**src/rtl/apb_pkg.sv**
```systemverilog
// rtl/apb_pkg.sv - shared types, defaults and error rule for the APB register-memory completer
package apb_pkg;

    typedef enum logic [1:0] {
        IDLE = 2'd0,
        WAIT = 2'd1,
        DONE = 2'd2
    } state_t;

    localparam int DEPTH_DEF   = 64;
    localparam int RO_BASE_DEF = 56;
    localparam int WAIT_W      = 4;

    // An access errors when it misses the array or writes into the read-only tail.
    function automatic logic addr_err(input logic [31:0] addr, input logic write,
                                      input int depth, input int ro_base);
        return (addr >= 32'(depth)) || (write && (addr >= 32'(ro_base)));
    endfunction

endpackage

```
**src/rtl/apb_slave_regfile.sv**
```systemverilog
// rtl/apb_slave_regfile.sv - word array with read-only index pattern, sync write and comb read
module apb_slave_regfile
    import apb_pkg::*;
#(
    parameter int DATA_WIDTH = 32,
    parameter int DEPTH      = DEPTH_DEF,
    parameter int RO_BASE    = RO_BASE_DEF,
    parameter int IDX_W      = $clog2(DEPTH)
) (
    input  logic                  clk,
    input  logic                  rst_n,
    input  logic                  wr_en,
    input  logic [IDX_W-1:0]      wr_idx,
    input  logic [DATA_WIDTH-1:0] wr_data,
    input  logic [IDX_W-1:0]      rd_idx,
    output logic [DATA_WIDTH-1:0] rd_data
);

    logic [DATA_WIDTH-1:0] mem [DEPTH];

    // Read-only words come out of reset holding their own index.
    always_ff @(posedge clk or negedge rst_n) begin
        if (!rst_n) begin
            for (int i = 0; i < DEPTH; i++) begin
                mem[i] <= (i >= RO_BASE) ? DATA_WIDTH'(i) : '0;
            end
        end else if (wr_en) begin
            mem[wr_idx] <= wr_data;
        end
    end

    assign rd_data = mem[rd_idx];

endmodule

```
**src/rtl/apb_slave_mem.sv**
```systemverilog
// rtl/apb_slave_mem.sv - APB completer with wait states, error response and saturating error count
module apb_slave_mem
    import apb_pkg::*;
#(
    parameter int DATA_WIDTH = 32,
    parameter int ADDR_WIDTH = 8,
    parameter int DEPTH      = DEPTH_DEF,
    parameter int RO_BASE    = RO_BASE_DEF
) (
    input  logic                  PCLK,
    input  logic                  PRESETn,
    input  logic                  PSELx,
    input  logic                  PENABLE,
    input  logic                  PWRITE,
    input  logic [ADDR_WIDTH-1:0] PADDR,
    input  logic [DATA_WIDTH-1:0] PWDATA,
    input  logic [WAIT_W-1:0]     wait_cfg,
    output logic                  PREADY,
    output logic [DATA_WIDTH-1:0] PRDATA,
    output logic                  PSLVERR,
    output logic [7:0]            err_cnt
);

    localparam int IDX_W = $clog2(DEPTH);

    state_t                state, next_state;
    logic [WAIT_W-1:0]     cnt;
    logic [ADDR_WIDTH-1:0] cap_addr;
    logic                  cap_write;
    logic [DATA_WIDTH-1:0] cap_wdata;

    logic                  setup, live_err, cap_err;
    logic [ADDR_WIDTH-1:0] sel_addr;
    logic                  sel_write, sel_err;
    logic [DATA_WIDTH-1:0] rd_data;
    logic                  ready_d, slverr_d;
    logic [DATA_WIDTH-1:0] rdata_d;
    logic                  wr_en;

    assign setup    = PSELx & ~PENABLE;
    assign live_err = addr_err(32'(PADDR), PWRITE, DEPTH, RO_BASE);
    assign cap_err  = addr_err(32'(cap_addr), cap_write, DEPTH, RO_BASE);

    // A zero-wait transfer enters DONE straight from IDLE, so it must use the live bus fields.
    assign sel_addr  = (state == IDLE) ? PADDR  : cap_addr;
    assign sel_write = (state == IDLE) ? PWRITE : cap_write;
    assign sel_err   = (state == IDLE) ? live_err : cap_err;

    assign wr_en = (state == DONE) & PSELx & cap_write & ~cap_err;

    always_ff @(posedge PCLK or negedge PRESETn) begin
        if (!PRESETn) begin
            state <= IDLE;
        end else begin
            state <= next_state;
        end
    end

    always_comb begin
        next_state = state;
        case (state)
            IDLE: begin
                if (setup) begin
                    next_state = (wait_cfg == '0) ? DONE : WAIT;
                end
            end
            WAIT: begin
                if (!PSELx) begin
                    next_state = IDLE;
                end else if (PENABLE && cnt == WAIT_W'(1)) begin
                    next_state = DONE;
                end
            end
            DONE:    next_state = IDLE;
            default: next_state = IDLE;
        endcase
    end

    always_comb begin
        ready_d  = 1'b0;
        slverr_d = 1'b0;
        rdata_d  = '0;
        if (next_state == DONE) begin
            ready_d  = 1'b1;
            slverr_d = sel_err;
            rdata_d  = (!sel_write && !sel_err) ? rd_data : '0;
        end
    end

    always_ff @(posedge PCLK or negedge PRESETn) begin
        if (!PRESETn) begin
            PREADY  <= 1'b0;
            PSLVERR <= 1'b0;
            PRDATA  <= '0;
        end else begin
            PREADY  <= ready_d;
            PSLVERR <= slverr_d;
            PRDATA  <= rdata_d;
        end
    end

    always_ff @(posedge PCLK or negedge PRESETn) begin
        if (!PRESETn) begin
            cnt       <= '0;
            cap_addr  <= '0;
            cap_write <= 1'b0;
            cap_wdata <= '0;
        end else if (state == IDLE && setup) begin
            cnt       <= wait_cfg;
            cap_addr  <= PADDR;
            cap_write <= PWRITE;
            cap_wdata <= PWDATA;
        end else if (state == WAIT && PSELx && PENABLE) begin
            cnt <= cnt - WAIT_W'(1);
        end
    end

    // Only a completed (non-aborted) error response counts.
    always_ff @(posedge PCLK or negedge PRESETn) begin
        if (!PRESETn) begin
            err_cnt <= '0;
        end else if (state == DONE && PSELx && PSLVERR && err_cnt != 8'hFF) begin
            err_cnt <= err_cnt + 8'd1;
        end
    end

    apb_slave_regfile #(
        .DATA_WIDTH (DATA_WIDTH),
        .DEPTH      (DEPTH),
        .RO_BASE    (RO_BASE),
        .IDX_W      (IDX_W)
    ) u_regfile (
        .clk     (PCLK),
        .rst_n   (PRESETn),
        .wr_en   (wr_en),
        .wr_idx  (cap_addr[IDX_W-1:0]),
        .wr_data (cap_wdata),
        .rd_idx  (sel_addr[IDX_W-1:0]),
        .rd_data (rd_data)
    );

endmodule

```
**config.mk**
```make
export PLATFORM = sky130hd
export DESIGN_NAME = apb_slave_mem
export DESIGN_NICKNAME = d
export VERILOG_FILES = /design/src/rtl/apb_pkg.sv /design/src/rtl/apb_slave_regfile.sv /design/src/rtl/apb_slave_mem.sv
export SDC_FILE = /design/constraint.sdc
export NUM_CORES = 2
export LEC_CHECK = 0
export ABC_AREA = 1
export BUFFER_PORTS_ARGS = -buffer_cell sky130_fd_sc_hd__buf_2
export CAP_MARGIN = 30
export CORE_MARGIN = 2
export CORE_UTILIZATION = 50
export CTS_CLUSTER_DIAMETER = 30
export DETAILED_ROUTE_END_ITERATION = 6
export PLACE_DENSITY = 0.77
export SETUP_SLACK_MARGIN = 0.02
export SLEW_MARGIN = 20
export SYNTH_ARGS = -nofsm -noshare
export SYNTH_HDL_FRONTEND = slang
export SYNTH_HIERARCHICAL = 1
export SYNTH_SLANG_ARGS = --single-unit
```
**constraint.sdc**
```tcl
create_clock -name PCLK -period 3.2 [get_ports PCLK]
set_input_delay 0.16 -clock PCLK [delete_from_list [all_inputs] [get_ports PCLK]]
set_output_delay 0.16 -clock PCLK [all_outputs]
set_load 0.05 [all_outputs]
```
[After elaboration in Yosys (flattened, before gate mapping)]
Index checks and enable logic that the tools add are counted.
Storage, ports and cells
  flip-flop bits (word level): 2137
  input bits: 49
  output and inout bits: 42
  word-level logic and storage cells: 133
Cells by class
  add/subtract/negate cells: 2
  magnitude comparators: 7
  equal/unequal tests: 5
  muxes and demuxes: 20
  bitwise operators: 8
  reductions and logical operators: 18
Operators by type and width (count)
  $bwmux W2048: 1
  $bmux W32 S6: 1
  $demux W32 S6: 1
  $mux W32: 5
  $ge A8 B6 Y1 const B: 2
  $ge A8 B7 Y1 const B: 2
  $ge A7 B7 Y1 const B: 2
  $not A6 Y7: 2
  $logic_and A1 B1 Y1: 11
  $add A8 B1 Y8 const B: 1
  $mux W2: 4
  $mux W4: 2
  $ne A8 B8 Y1 const B: 1
  $lt A7 B1 Y1 const B: 1
  $mux W6: 1
  $and A1 B1 Y1: 4
  $eq A2 B2 Y1 const B: 2
  $eq A4 B1 Y1 const B: 1
  $logic_not A4 Y1: 1
  $mux W1: 4
  $pmux W2 S2: 1
  $sub A4 B1 Y4 const B: 1
  $eq A2 B1 Y1 const B: 1
  $logic_not A1 Y1: 2
  other kinds (4): 6

[Logic depth before layout (Yosys ltp)]
  word-level depth: 8
  depth in mapped cells: 19
  depth with buffers taken out: 15

[Cells and area by module]
The synthesis kept the hierarchy.
By module, submodules not included
  apb_slave_regfile: times used 1, cells each 11450, area each 92048.3 um2, seq. area each 51294.2 um2
  apb_slave_mem: times used 1, cells each 437, area each 3758.6 um2, seq. area each 2227.1 um2

[Worst setup path before layout]
OpenSTA, ideal clock, no wires.
  kind: reg2reg
  start point: register state[0]
  end point: register PRDATA[18]
  library setup time: 0.072 ns
  arrival time: 2.300 ns
  data required time: 3.128 ns
  setup slack: 0.829 ns
  stages on the path, launching flop included: 19
  path buffers: 5
  period minus slack after synthesis: 2.371 ns
  path through: dfrtp_1 inv_2 nand2_2 clkbuf_1 o21ai_0 buf_2 buf_4 buf_2 clkbuf_1 nand2_1 nand3_1 nand3_1 nand3_1 nand3_1 nand2_1 nand2_1 nand2_1 nand2_2 nor2_1
Between the ends
  word-level cells in the longest chain between the ends: 8
  elaborated cells between the ends (all ways): 19
  classes of those cells: 2 x eq/ne; 12 x mux; 1 x bitwise; 4 x reduce/logical
RTL lines
  from (decl): line apb_slave_mem.sv:26  | state_t state, next_state;
  from (signal assigned): line apb_slave_mem.sv:55  | state <= next_state;
  $logic_not A2 Y1: line apb_slave_mem.sv:45  | assign sel_addr = (state == IDLE) ? PADDR : cap_addr;
  $mux W6: line apb_slave_mem.sv:45
  net sel_addr[0]: line apb_slave_mem.sv:33  | logic [ADDR_WIDTH-1:0] sel_addr;
  $not A6 Y7 (implied by the code): line apb_slave_regfile.sv:32  | assign rd_data = mem[rd_idx];
  $bmux W32 S6: line apb_slave_regfile.sv:32
  $mux W32 (implied by the code) (2 in a row): line apb_slave_regfile.sv:32
  net rd_data[18]: line apb_slave_mem.sv:35  | logic [DATA_WIDTH-1:0] rd_data;
  $mux W32: line apb_slave_mem.sv:86  | rdata_d = (!sel_write && !sel_err) ? rd_data : '0;
  $mux W32: line apb_slave_mem.sv:83  | if (next_state == DONE) begin
  net rdata_d[18]: line apb_slave_mem.sv:37  | logic [DATA_WIDTH-1:0] rdata_d;
  to (signal assigned): line apb_slave_mem.sv:98  | PRDATA <= rdata_d;
  to (decl): line apb_slave_mem.sv:19  | output logic [DATA_WIDTH-1:0] PRDATA,
The timed path passes the listed nets, and every way through them passes these cells. The select of a mux whose other input is x is not followed.
A chain may end at the register's enable or synchronous reset.

[Final worst setup path]
  start point: register state[1]
  end point: register PRDATA[27]
Same word-level chain as after synthesis.

==> metrics.cfg <==
[floorplanning]
num_rows = 160
dieHeight_um = 441.7
coreArea_mm2 = 0.1902
ios = 91
die_w_um = 441.7
start_util_pct = 50.38
die_area_mm2 = 0.1951

[synthesis]
synth_nets = 11939
synth_commonest_cells = 4496 x nand2_1, 2101 x dfrtp_1, 2067 x o21ai_0
netlist_instances = 11887
avgSynthCellArea_um2 = 8.060
syn_area_mm2 = 0.09581
seq_area_frac_synth_pct = 55.86
ys.warnings.count = 6
synth_most_common_cell = nand2_1
ys_types = 29
synth_edf_count = 0
synth_flop_cell = dfrtp_1
synthArstFlopShare_pct = 100.0
ys_top_cells_by_area = dfrtp_1 55%, nand2_1 18%, o21ai_0 11%
synth_top_cell_by_area = dfrtp_1
yosysTopAreaCellShare_pct = 54.88
synth_seq_cells = 2137

[worst_setup_path]
crit_arrival_ns = 4.09
path_delay_family = simple AND/OR/NAND/NOR gates
cp-end-kind = flop
cp.required_ns = 4.09
cp_max_fo = 26
cp-start-kind = flop
cpMaxStageDelayCell = dfrtp_1
crit_top_cell = nand2_1
max_stage_delay_ns = 0.41
crit_type = flop to flop
path_buf_inv = 5
crit_path_cell_trace = inv_2 > nand2_4 > nand2_1 > o21ai_4 > buf_12 > buf_12 > buf_16 > buf_4 > nand2_1 > nand3_1 > nand3_1 > nand3_1 > nand3_2 > nand2_1 > nand2_2 > nand2_1 > nand2_1 > nor2_1

[pwr]
power.share.clock_pct = 52.2
power_leakage_uw = 0.05209
sw_frac_of_total_pct = 29.30
powerDensity_mw_per_mm2 = 751.6
p_seq_share_pct = 31.3
combPwrFrac_pct = 16.5
p_total_uw = 87640
irDropWorstVdd_mv = 0.5153
p_sw_uw = 25680
p_int_uw = 61960

[worst_hold_path]
min-delay-path-class = input pin to async pin

[global_routing]
grt_pass1_vias = 89984
grt_overflow = 0
grt_pass1_wl_mm = 521.5
grt.total_usage_pct = 34.24
grt_max_degree = 130
grt_antenna_before_repair = 15

[routing]
viasPerCell = 6.152
wl_per_cell_um = 23.17
drt-total-wl_mm = 341.8
drtAntennaViolNets = 0
drtPass1Iterations = 7
drtIter0Drc = 13439
drc = 4
vias = 90726

[final_layout]
fin_nets = 11936
syn2layout_area_growth_pct = 21.71
final_util_pct = 61.31
nFillCells = 14775
stdcell_area_mm2 = 0.1166
drive_above_1_share_pct = 11.37

[sta]
layout_setup_ws_ns = -0.0006626
report.final.setup_viol = 1
holdWs_ns = 0.04487
rsz0062_at_grt = true
fmax_ghz = 0.3124
period_needed_ns = 3.201
final-hold-violation-count = 0
worst_pin_slew_ns = 1.011
drv_slew = 0
finClkSkew_ns = 0.09657
finalCritPeriodShare_pct = 100.0
slew_headroom_pct = 32.49

[run]
drv_cap = 0

[clock_tree]
htree_levels = 5
clk_path_buf_depth = 4
clk_latency_ns = 0.99
cts_buffers = 434
cts_tree = built
clk_pin_slew_ns = 0.05
cts_root_buf = clkbuf_16
cts_sinks = 2137

[placed_design]
port_buffers = 90
place_congestion = 0.9300
pre_cts_slack_ns = -0.2766
placed_cell_area_mm2 = 0.09935
dpl.hpwl_mm = 180.8

[status]
outcome = finished with violations
violations = design-rule violations, negative setup slack

[path summary, 6_finish.rpt]
| check | start | end | slack, ns | cells past startpoint |
|---|---|---|---|---|
| worst max-delay path | state[1] | PRDATA[27] | -0.0007 | 18 |
| worst min-delay path | PRESETn | u_regfile/mem[37] | 0.04 | 2 |
| worst max register to register | state[1] | PRDATA[27] | -0.0007 | 18 |
| worst min register to register | u_regfile/mem[287] | u_regfile/mem[287] | 0.48 | 2 |
| max in group asynchronous | PRESETn | PRDATA[17] | 2.13 | 4 |
| min in group PCLK | PWRITE | cap_write | 0.10 | 4 |
[cell usage in the layout (no fill, tap or decap), types with 11 or more instances in the layout]
| cell type | synthesis | layout |
|---|---|---|
| clkbuf_1 | 767 | 63 |
| nand2_1 | 4496 | 4491 |
| buf_16 | 0 | 25 |
| clkbuf_8 | 0 | 55 |
| dlygate4sd3_1 | 0 | 145 |
| inv_1 | 34 | 32 |
| nand2_2 | 77 | 81 |
| clkinvlp_4 | 0 | 42 |
| buf_4 | 3 | 226 |
| dfstp_2 | 36 | 36 |
| nand3_2 | 0 | 28 |
| buf_12 | 0 | 94 |
| nand3_1 | 1910 | 1877 |
| o21ai_0 | 2067 | 2061 |
| buf_2 | 200 | 90 |
| clkinv_4 | 0 | 21 |
| inv_6 | 0 | 26 |
| clkinv_2 | 0 | 71 |
| nor2_1 | 48 | 48 |
| inv_2 | 8 | 38 |
| diode_2 | 0 | 11 |
| bufinv_16 | 0 | 57 |
| clkbuf_16 | 0 | 452 |
| dfrtp_1 | 2101 | 2101 |
[worst reg2reg max path: stages (launching register included)]
cell and delay, ns:
dfrtp_1 0.41, inv_2 0.08, nand2_4 0.14, nand2_1 0.12
o21ai_4 0.09, buf_12 0.18, buf_12 0.25, buf_16 0.27
buf_4 0.25, nand2_1 0.08, nand3_1 0.09, nand3_1 0.11
nand3_1 0.20, nand3_2 0.22, nand2_1 0.19, nand2_2 0.15
nand2_1 0.14, nand2_1 0.06, nor2_1 0.13
[cell families after synthesis]
| family | Yosys count | synth area share, % |
|---|---|---|
| buffers and inverters | 1115 | 4.677 |
| adder cells (fa/ha/maj) | 3 | 0.03918 |
| AND/OR/NAND/NOR | 6555 | 28.55 |
| XOR/XNOR | 4 | 0.03656 |
| flip-flops | 2137 | 55.86 |
| AO/OA/AOI/OAI | 2073 | 10.83 |
[metrics by stage]
step / TNS (ns) / std cells
final: -0.0006626 / 14748
after global routing: 0 / 14742
after CTS: -0.01091 / 14726
after detailed placement: -0.8998 / 13792
after global placement: -0.7341 / 13792
after floorplan: 0 / 11887
[state kept, by name (all words and copies together) (netlist names)]
signal         flops
u_regfile/mem   2048
cap_addr           8
PSLVERR            1
cnt                4
cap_write          1
state              2
PREADY             1
err_cnt            8
PRDATA            32
cap_wdata         32
[area by class of cell]
class / instances / area, µm² / area share [%]
flip-flops and latches: 2137 / 53520 / 45.90
multi-input cells: 8635 / 38090 / 32.67
clock buffers: 560 / 12050 / 10.34
repair buffers: 602 / 6621 / 5.678
well taps: 2511 / 3142 / 2.694
clock inverters: 218 / 2821 / 2.420
inverters: 74 / 329.1 / 0.2822
diodes: 11 / 27.53 / 0.02361
[repair_timing]
item,in CTS,in global routing
setup endpoints to repair,24,32
gates cloned,4,10
endpoints found under the hold margin,1805,0
pin swaps,1,1
buffers inserted,6,1
hold buffers,146,0
gates resized for setup,25,57
[power groups by stage]
stage                     registers, µW  clock network [µW]  logic [µW]
after global routing              27500               47300       14800
final                             27500               45700       14500
after floorplan                   27800                   0        6590
after CTS                         27400               45800       13300
after detailed placement          27900                   0       12800
after global placement            27800                   0       12700
[metal layers]
layer / global-route usage [%] / share of wire (%)
met5: 0 / 0.035
met2: 51.13 / 43
met1: 42.60 / 36
met4: 22.67 / 7.0
met3: 11.18 / 14
Power figures use the tool's default switching activity.
